File: config.mk
export PLATFORM = sky130hd
export DESIGN_NAME = alu_lane_sequencer
export DESIGN_NICKNAME = d
export VERILOG_FILES = /design/src/rtl/alu_lane_sequencer.sv
export SDC_FILE = /design/constraint.sdc
export NUM_CORES = 1
export LEC_CHECK = 0
export ABC_AREA = 1
export BUFFER_PORTS_ARGS = -buffer_cell sky130_fd_sc_hd__buf_2
export CAP_MARGIN = 10
export CORE_MARGIN = 4
export CORE_UTILIZATION = 40
export CTS_CLUSTER_DIAMETER = 50
export DETAILED_ROUTE_END_ITERATION = 8
export PLACE_DENSITY = 0.68
export SYNTH_ARGS = -nofsm -noshare
export SYNTH_HDL_FRONTEND = slang
export SYNTH_SLANG_ARGS = --single-unit
File: constraint.sdc
create_clock -name clk -period 8.2 [get_ports clk]
set_clock_uncertainty 0.1 [all_clocks]
set_input_delay 0.82 -clock clk [delete_from_list [all_inputs] [get_ports clk]]
set_output_delay 0.82 -clock clk [all_outputs]
set_load 0.02 [all_outputs]
File: src/rtl/alu_lane_sequencer.sv
// Serialises one vector instruction over a shared combinational scalar ALU, one lane
// per cycle, and returns the packed per-lane results with reduced flags.
module alu_lane_sequencer #(
  parameter int N     = 18,
  parameter int LANES = 4
) (
  input  logic               clk,
  input  logic               rst,
  input  logic               in_valid,
  output logic               in_ready,
  input  logic [2:0]         in_op,
  input  logic [LANES*N-1:0] in_a,
  input  logic [LANES*N-1:0] in_b,
  output logic [N-1:0]       alu_a,
  output logic [N-1:0]       alu_b,
  output logic [2:0]         alu_f,
  input  logic [N-1:0]       alu_result,
  input  logic               alu_negative,
  input  logic               alu_zero,
  input  logic               alu_carry,
  input  logic               alu_overflow,
  output logic               out_valid,
  input  logic               out_ready,
  output logic [LANES*N-1:0] out_result,
  output logic               out_zero,
  output logic               out_negative,
  output logic               out_carry,
  output logic               out_overflow,
  output logic               busy
);

  localparam int CW = (LANES > 1) ? $clog2(LANES) : 1;

  typedef enum logic [1:0] {IDLE, ISSUE, DONE} state_t;

  state_t        state;
  logic [CW-1:0] cnt;
  logic [2:0]    op_q;
  logic [N-1:0]  a_q   [LANES];
  logic [N-1:0]  b_q   [LANES];
  logic [N-1:0]  res_q [LANES];

  // NOTE: all state below uses non-blocking assignments so every register samples
  // pre-edge values; blocking here would make the lane write and the count race.
  always_ff @(posedge clk) begin
    if (rst) begin
      state        <= IDLE;
      cnt          <= '0;
      op_q         <= '0;
      in_ready     <= 1'b1;
      out_valid    <= 1'b0;
      busy         <= 1'b0;
      out_zero     <= 1'b0;
      out_negative <= 1'b0;
      out_carry    <= 1'b0;
      out_overflow <= 1'b0;
      // NOTE: only the visible result lanes are reset; a_q/b_q are always loaded on
      // accept before they are read, so resetting them would buy nothing.
      for (int i = 0; i < LANES; i++) res_q[i] <= '0;
    end else begin
      case (state)
        IDLE: begin
          if (in_valid) begin
            op_q         <= in_op;
            cnt          <= '0;
            out_zero     <= 1'b1;
            out_negative <= 1'b0;
            out_carry    <= 1'b0;
            out_overflow <= 1'b0;
            for (int i = 0; i < LANES; i++) begin
              a_q[i]   <= in_a[i*N +: N];
              b_q[i]   <= in_b[i*N +: N];
              res_q[i] <= '0;
            end
            in_ready <= 1'b0;
            busy     <= 1'b1;
            state    <= ISSUE;
          end
        end
        ISSUE: begin
          res_q[cnt]   <= alu_result;
          out_zero     <= out_zero & alu_zero;
          out_negative <= out_negative | alu_negative;
          out_carry    <= out_carry | alu_carry;
          out_overflow <= out_overflow | alu_overflow;
          if (cnt == CW'(LANES - 1)) begin
            out_valid <= 1'b1;
            state     <= DONE;
          end else begin
            cnt <= cnt + 1'b1;
          end
        end
        DONE: begin
          if (out_ready) begin
            out_valid <= 1'b0;
            busy      <= 1'b0;
            in_ready  <= 1'b1;
            state     <= IDLE;
          end
        end
        default: state <= IDLE;
      endcase
    end
  end

  // NOTE: each combinational output gets a default first so no path infers a latch.
  always_comb begin
    alu_a = '0;
    alu_b = '0;
    alu_f = op_q;
    if (state == ISSUE) begin
      alu_a = a_q[cnt];
      alu_b = b_q[cnt];
    end
  end

  always_comb begin
    out_result = '0;
    for (int i = 0; i < LANES; i++) out_result[i*N +: N] = res_q[i];
  end

endmodule

==> impl_metrics.py, run 1 <==
metrics = {
    "place": {
        "place.port_buffers": 290,
        "dp_hpwl_um": 15400,
        "place.gp.congestion": 0.798,
        "placedCellCount": 1373,
    },
    "worst_setup_path": {
        "arrival_ns": 2.70,
        "required_ns": 7.28,
        "critPathKind": "reg2out",
        "cp-end-kind": "output pin",
        "startpoint_type": "register",
        "cp_max_fo": 73,
    },
    "pwr": {
        "peakVddDrop_uv": 201,
        "leakagePower_nw": 5.48,
        "p_per_area_mw_per_mm2": 255,
        "switching_share_pct": 24.7,
        "intPower_mw": 2.29,
        "pwr-share-clk_pct": 42.1,
        "combinationalPowerShare_pct": 11.6,
        "netSwitchingPower_mw": 0.752,
        "p_seq_share_pct": 46.3,
    },
    "layout": {
        "fillerInstances": 2006,
        "nets": 1296,
        "syn2layout_area_growth_pct": 28.9,
        "final_cells": 1431,
        "drive_gt1_share_pct": 30.8,
    },
    "clock_tree": {
        "clock-sinks": 232,
        "cts_resized": 0,
        "cts_hold_buf": 0,
        "root_buffer": "clkbuf_16",
        "cts_tree": "built",
        "clockBufferDepth": 3,
        "clock_latency_ns": 0.53,
        "cts_buffers": 28,
        "postCtsSetupBuffers": 0,
        "cts_max_level": 1,
        "cts.clk_slew.worst_paths_ns": 0.06,
    },
    "global_route": {
        "top_usage_layer": "met2",
        "use_met3_pct": 3.77,
        "grt_pass1_wl_um": 35200,
        "grt_use_met1_pct": 20.9,
        "grt_max_degree": 119,
        "grtUsageMet2_pct": 29.7,
        "grt_pass1_vias": 6629,
        "overflow": 0,
        "grt_use_total_pct": 17.1,
        "antenna_found_initial": 7,
    },
    "die": {
        "die_w_um": 160,
        "ios": 291,
        "num_rows": 55,
        "fp.coreArea_mm2": 0.0227,
        "fp.dieH_um": 160,
        "die_area_mm2": 0.0257,
        "initial_core_util_pct": 40.8,
    },
    "drt": {
        "wl_per_cell_um": 15.9,
        "viasPerCell": 4.61,
        "wl_um": 22800,
        "drt-pass1-iter-count": 5,
        "final_antenna_net_count": 0,
        "drt_iter0_drc": 424,
        "drc_errors": 0,
        "vias": 6600,
    },
    "synth": {
        "ys_ff_latch": 232,
        "netlist_area_mm2": 0.00927,
        "avgSynthCellArea_um2": 11.2,
        "yosysWarnings": 0,
        "synth.distinct_cells": 21,
        "synthCells": 827,
        "synth-edff-count": 216,
        "async_flop_share_pct": 0,
        "ys.flop_type": "edfxtp_1",
        "yosysSeqAreaShare_pct": 73.4,
        "synth_nets": 1005,
    },
    "timing": {
        "tightestPinTransition_ns": 1.05,
        "setup_viol": 0,
        "rsz0062_at_grt": "no",
        "period_share_pct": 44.1,
        "fmax_mhz": 277,
        "maxSlewViolCount": 0,
        "final-hold-violation-count": 0,
        "fin_setup_tns_ns": 0,
        "fin_crit_ns": 3.62,
        "slew_headroom_pct": 29.8,
    },
    "status": {
        "status": "finished clean",
    },
    "run": {
        "maxCapViolations": 0,
    },
    "worst_hold_path": {
        "hp-class": "reg2reg",
    },
}
==> area by class of cell <==
type / instances / area (um^2) / area share (%)
inverter: 104 / 390 / 3.27
clock buffer: 34 / 774 / 6.48
antenna: 6 / 15.0 / 0.126
clock inverter: 18 / 221 / 1.85
multi-input combinational: 459 / 1890 / 15.8
tap: 285 / 357 / 2.98
sequential: 232 / 6810 / 57.0
timing repair buffer: 293 / 1490 / 12.4
==> sequential cells by signal, summed over array words and instances, names as in the netlist, named ones only <==
signal        count
a_q              72
b_q              72
res_q            72
alu_f             3
cnt               2
state             2
busy              1
in_ready          1
out_carry         1
out_negative      1
out_overflow      1
out_valid         1
out_zero          1
==> routing by layer <==
layer | routed length [um] | part of all wire, %
met3 | 1490 | 6.6
met5 | 7 | 0.031
met1 | 9040 | 40
met4 | 868 | 3.8
met2 | 11300 | 50
==> final timing paths <==
| path | slack, ns | start | depth (start not counted) | end |
|---|---|---|---|---|
| worst max-delay path | 4.58 | register | 6 | alu_b[10] |
| worst min-delay path | 0.35 | alu_f[1]$_SDFFE_PP0P_ | 2 | alu_f[1]$_SDFFE_PP0P_ |
| worst min register to register | 0.35 | alu_f[1]$_SDFFE_PP0P_ | 2 | alu_f[1]$_SDFFE_PP0P_ |
| worst max register to register | 5.16 | state[0]$_SDFFE_PP0P_ | 4 | res_q[3][2]$_SDFFCE_PN0P_ |
==> power by group through the flow <==
stage	Clock, mW	Sequential [mW]	Combinational (mW)
after CTS	1.31	1.41	0.359
after floorplan	0	1.47	0.185
after global placement	0	1.43	0.352
final	1.28	1.41	0.353
after global routing	1.37	1.42	0.391
after detailed placement	0	1.43	0.357
==> kinds of logic after synthesis <==
group	after synthesis	synth area share, %
buffers and inverters	136	6.24
flip-flops	232	73.4
AND/OR/NAND/NOR	409	17.1
AO/OA/AOI/OAI	45	2.54
adder cells (fa/ha/maj)	5	0.675
==> synthesized netlist by cell type, types with 3 or more instances <==
cell	instances	area, um^2
nand2_1	173	649
ha_1	5	62.6
clkbuf_1	3	11.3
nand2_4	3	33.8
inv_1	101	379
edfxtp_1	216	6490
nand3_1	6	30.0
dfxtp_1	16	320
a21oi_1	40	200
nor2_1	224	841
buf_6	5	56.3
buf_2	21	105
inv_2	3	11.3
==> through the flow <==
step | setup slack, ns | power, mW | util, % | instance area (um^2) | hold WS, ns
floorplan | 0.422 | 1.66 | - | 9270 | 0.404
global placement | 5.09 | 1.79 | 48.2 | 10900 | 0.329
detailed placement | 5.08 | 1.79 | 48.2 | 10900 | 0.332
CTS | 4.53 | 3.08 | 52.5 | 11900 | 0.335
global route | 4.26 | 3.18 | 52.6 | 11900 | 0.334
finish | 4.58 | 3.04 | 52.6 | 11900 | 0.350
==> critical path: stages, from the launching register on <==
cell and delay (ns):
dfxtp_4 0.79, buf_4 0.68, nor2_1 0.12, nor2_1 0.12
nand2_1 0.07, a21oi_1 0.14, buf_2 0.21
==> cell usage in the layout, fill, tap and decap left out, types with 4 or more instances in the layout <==
master,synthesis,routed
nand3_1,6,6
nor2_1,224,223
diode_2,0,6
a21oi_1,40,40
inv_1,101,101
ha_1,5,5
dfxtp_1,16,15
edfxtp_1,216,216
nand2_1,173,173
clkbuf_16,0,29
bufinv_16,0,4
buf_2,21,290
Power figures use the tool's default switching activity.
==> run 2: changes to the inputs <==
Settings changed: ABC_AREA 1 to 0.
Clock period 8.2 ns to 3.15 ns, I/O delays scaled along.
==> run 2 against run 1 <==
Net effect:
- die area fell by 4.4%
- first-iteration DRC count shrank 14%
- cell count shrank 14%
- highest routed layer is now met4
- critical path type unchanged
==> impl_metrics.py, run 2 <==
metrics = {
    "status": {
        "status": "finished clean",
    },
    "global_route": {
        "grt_use_total_pct": 18.7,
        "overflow": 0,
        "grt_pass1_wl_um": 35500,
        "grt_max_degree": 56,
        "antenna_found_initial": 2,
        "grt_pass1_vias": 6422,
    },
    "pwr": {
        "netSwitchingPower_mw": 1.76,
        "leakagePower_nw": 5.49,
        "p_seq_share_pct": 48.6,
        "peakVddDrop_uv": 508,
        "p_per_area_mw_per_mm2": 576,
        "power_mw": 7.48,
        "intPower_mw": 5.73,
        "combinationalPowerShare_pct": 12.6,
        "pwr-share-clk_pct": 38.8,
        "switching_share_pct": 23.5,
    },
    "clock_tree": {
        "clock_latency_ns": 0.51,
        "cts_resized": 0,
        "cts_max_level": 1,
        "cts.clk_slew.worst_paths_ns": 0.05,
        "clockBufferDepth": 3,
        "root_buffer": "clkbuf_16",
        "clock-sinks": 232,
        "cts_buffers": 27,
        "cts_tree": "built",
        "postCtsSetupBuffers": 0,
    },
    "synth": {
        "synth_area_leader_cell": "edfxtp_1",
        "synth_xor_area_share_pct": 0,
        "synthAdderAreaFrac_pct": 0.708,
        "yosysSeqAreaShare_pct": 77.0,
        "synthMuxAreaShare_pct": 9.18,
        "synth_commonest_cells": "edfxtp_1 (216), and3_1 (73), nor2b_1 (38)",
        "ys_ff_latch": 232,
        "synth-edff-count": 216,
        "synthTopCellsByArea": "edfxtp_1 (73%), mux4_2 (9.2%), and3_1 (5.2%)",
        "netlist_area_mm2": 0.00884,
        "synth_top_family_by_area": "simple AND/OR/NAND/NOR gates",
        "synthCells": 466,
        "avgSynthCellArea_um2": 19.0,
        "synth-simple-area-share_pct": 9.46,
        "yosysWarnings": 0,
        "async_flop_share_pct": 0,
        "synth.top_cell.area_share_pct": 73.4,
        "synth_compound_area_share_pct": 1.71,
        "synth.distinct_cells": 30,
        "synth_nets": 644,
        "ys.flop_type": "edfxtp_1",
        "synth.most_common_cell": "edfxtp_1",
    },
    "worst_hold_path": {
        "whs_path_depth": 2,
        "hp-class": "in2reg",
        "hp-start": "rst",
        "hold_path_end": "state[1]$_SDFFE_PP0P_",
    },
    "place": {
        "place.gp.congestion": 0.732,
        "place.port_buffers": 290,
        "dp_hpwl_um": 14800,
        "placed_area_mm2": 0.0106,
    },
    "die": {
        "fp.dieH_um": 157,
        "die_w_um": 157,
        "ios": 291,
        "num_rows": 54,
        "die_area_mm2": 0.0245,
        "initial_core_util_pct": 40.6,
        "fp.coreArea_mm2": 0.0218,
    },
    "drt": {
        "vias": 6042,
        "final_antenna_net_count": 0,
        "wl_um": 23700,
        "drc_errors": 0,
        "viasPerCell": 4.93,
        "drt-pass1-iter-count": 4,
        "drt_iter0_drc": 364,
        "wl_per_cell_um": 19.3,
    },
    "layout": {
        "syn2layout_area_growth_pct": 47.0,
        "final_cell_mix": "buf_2 (290), edfxtp_1 (216), dlygate4sd3_1 (151)",
        "utilization_pct": 59.7,
        "nets": 1101,
        "drive_gt1_share_pct": 41.1,
        "mostFrequentLayoutCell": "buf_2",
        "fillerInstances": 1600,
        "final_area_mm2": 0.0130,
        "top_regs": "a_q (72), b_q (72), res_q (72)",
    },
    "worst_setup_path": {
        "cp_slowest_cell": "dfxtp_2",
        "required_ns": 2.73,
        "crit_path_cell_trace": "buf_4 > mux4_2 > nor2b_1 > buf_2",
        "r2r_end": "a_q[0][11]$_DFFE_PP_",
        "cp_max_fo": 21,
        "startpoint_type": "register",
        "critPathKind": "reg2out",
        "crit_family": "flip-flops",
        "reg2reg_slack_ns": 1.06,
        "critical-path-max-stage-delay_ns": 0.75,
        "arrival_ns": 2.24,
        "cp-end-kind": "output pin",
        "path_buf_inv": 2,
        "rr_worst_depth": 4,
        "reg2reg_from": "state[0]$_SDFFE_PP0P_",
    },
    "timing": {
        "fin_setup_tns_ns": 0,
        "setup_viol": 0,
        "rsz0062_at_grt": "no",
        "slew_headroom_pct": 50.8,
        "final-hold-violation-count": 0,
        "maxSlewViolCount": 0,
        "tightestPinTransition_ns": 0.737,
        "fin_crit_ns": 2.66,
        "period_share_pct": 84.4,
        "fmax_mhz": 376,
    },
    "run": {
        "maxCapViolations": 0,
    },
}
[run 2: cell types whose count changed in the layout (fill, tap and decap cells not counted), moves of 4 or more]
cell / previous run / this run
nor2_1: 223 / 7
nand2_1: 173 / 12
dlygate4sd3_1: 0 / 151
inv_1: 101 / 3
and3_1: 0 / 73
nor2b_1: 0 / 38
mux4_2: 0 / 36
a21oi_1: 40 / 9
buf_4: 2 / 13
clkbuf_1: 2 / 8
nand3_1: 6 / 2
[run 2: worst reg2reg max path, delay by kind of cell, from the launching register on]
kind / cells / cell delay [ns]
AND/OR/NAND/NOR: 2 / 0.64
flip-flops: 1 / 0.43
buffers and inverters: 2 / 0.59
[run 2: layer usage]
| metal | part of all wire [%] | global-route usage (%) | up-vias | wire length (um) |
|---|---|---|---|---|
| met5 | 0 | 0 | - | 0 |
| met4 | 2.7 | 5.62 | 0 | 648 |
| met3 | 9.2 | 4.89 | 43 | 2180 |
| met2 | 51 | 33.2 | 334 | 12100 |
| met1 | 37 | 22.5 | 2908 | 8680 |
| li1 | - | - | 2757 | - |
[run 2: cell families (layout without fill, tap and decap cells)]
kind of cell,count (synthesis),in the layout
compound gates,23,23
flops,232,232
buf+inv,32,509
fa+ha+maj,5,5
simple gates,138,138
mux,36,36
other cells,0,3
[run 2: worst max path at each step]
stage	start	endpoint	slack, ns	cells past startpoint
floorplan	state[0]$_SDFFE_PP0P_	a_q[0][0]$_DFFE_PP_	0.09	4
global placement	state[1]$_SDFFE_PP0P_	alu_a[13]	0.99	4
detailed placement	register	alu_b[3]	0.98	4
CTS	register	alu_b[3]	0.43	4
global route	state[1]$_SDFFE_PP0P_	alu_a[13]	0.33	4
finish	register	alu_a[4]	0.49	4
[run 2: what timing repair did]
item,in CTS,in global routing
hold endpoints to repair,151,0
hold buffers,151,0
setup endpoints to repair,0,0
[run 2: power groups by stage]
stage | Combinational (mW) | Clock [mW] | Sequential (mW)
2_1_floorplan | 0.355 | 0 | 3.79
3_3_place_gp | 0.778 | 0 | 3.70
3_5_place_dp | 0.784 | 0 | 3.70
4_1_cts | 0.935 | 2.96 | 3.64
5_1_grt | 1.01 | 3.12 | 3.65
6_report | 0.940 | 2.91 | 3.64
[run 2: stage by stage]
stage	cells	worst slack [ns]	hold slack (ns)
4_1_cts	1223	0.433	0.0331
2_1_floorplan	466	0.0939	0.314
5_1_grt	1225	0.326	0.0461
6_report	1226	0.490	0.0599
3_5_place_dp	1023	0.978	0.351
3_3_place_gp	1023	0.995	0.348
[run 2: area by class of cell]
cell class              count  area (um^2)  share of cell area [%]
clock inverters            12          109                   0.838
flip-flops and latches    232         6810                    52.4
repair buffers            456         3100                    23.9
diodes                      3         7.51                  0.0578
inverters                   4         20.0                   0.154
well taps                 280          350                    2.70
clock buffers              37          733                    5.64
multi-input cells         202         1860                    14.3
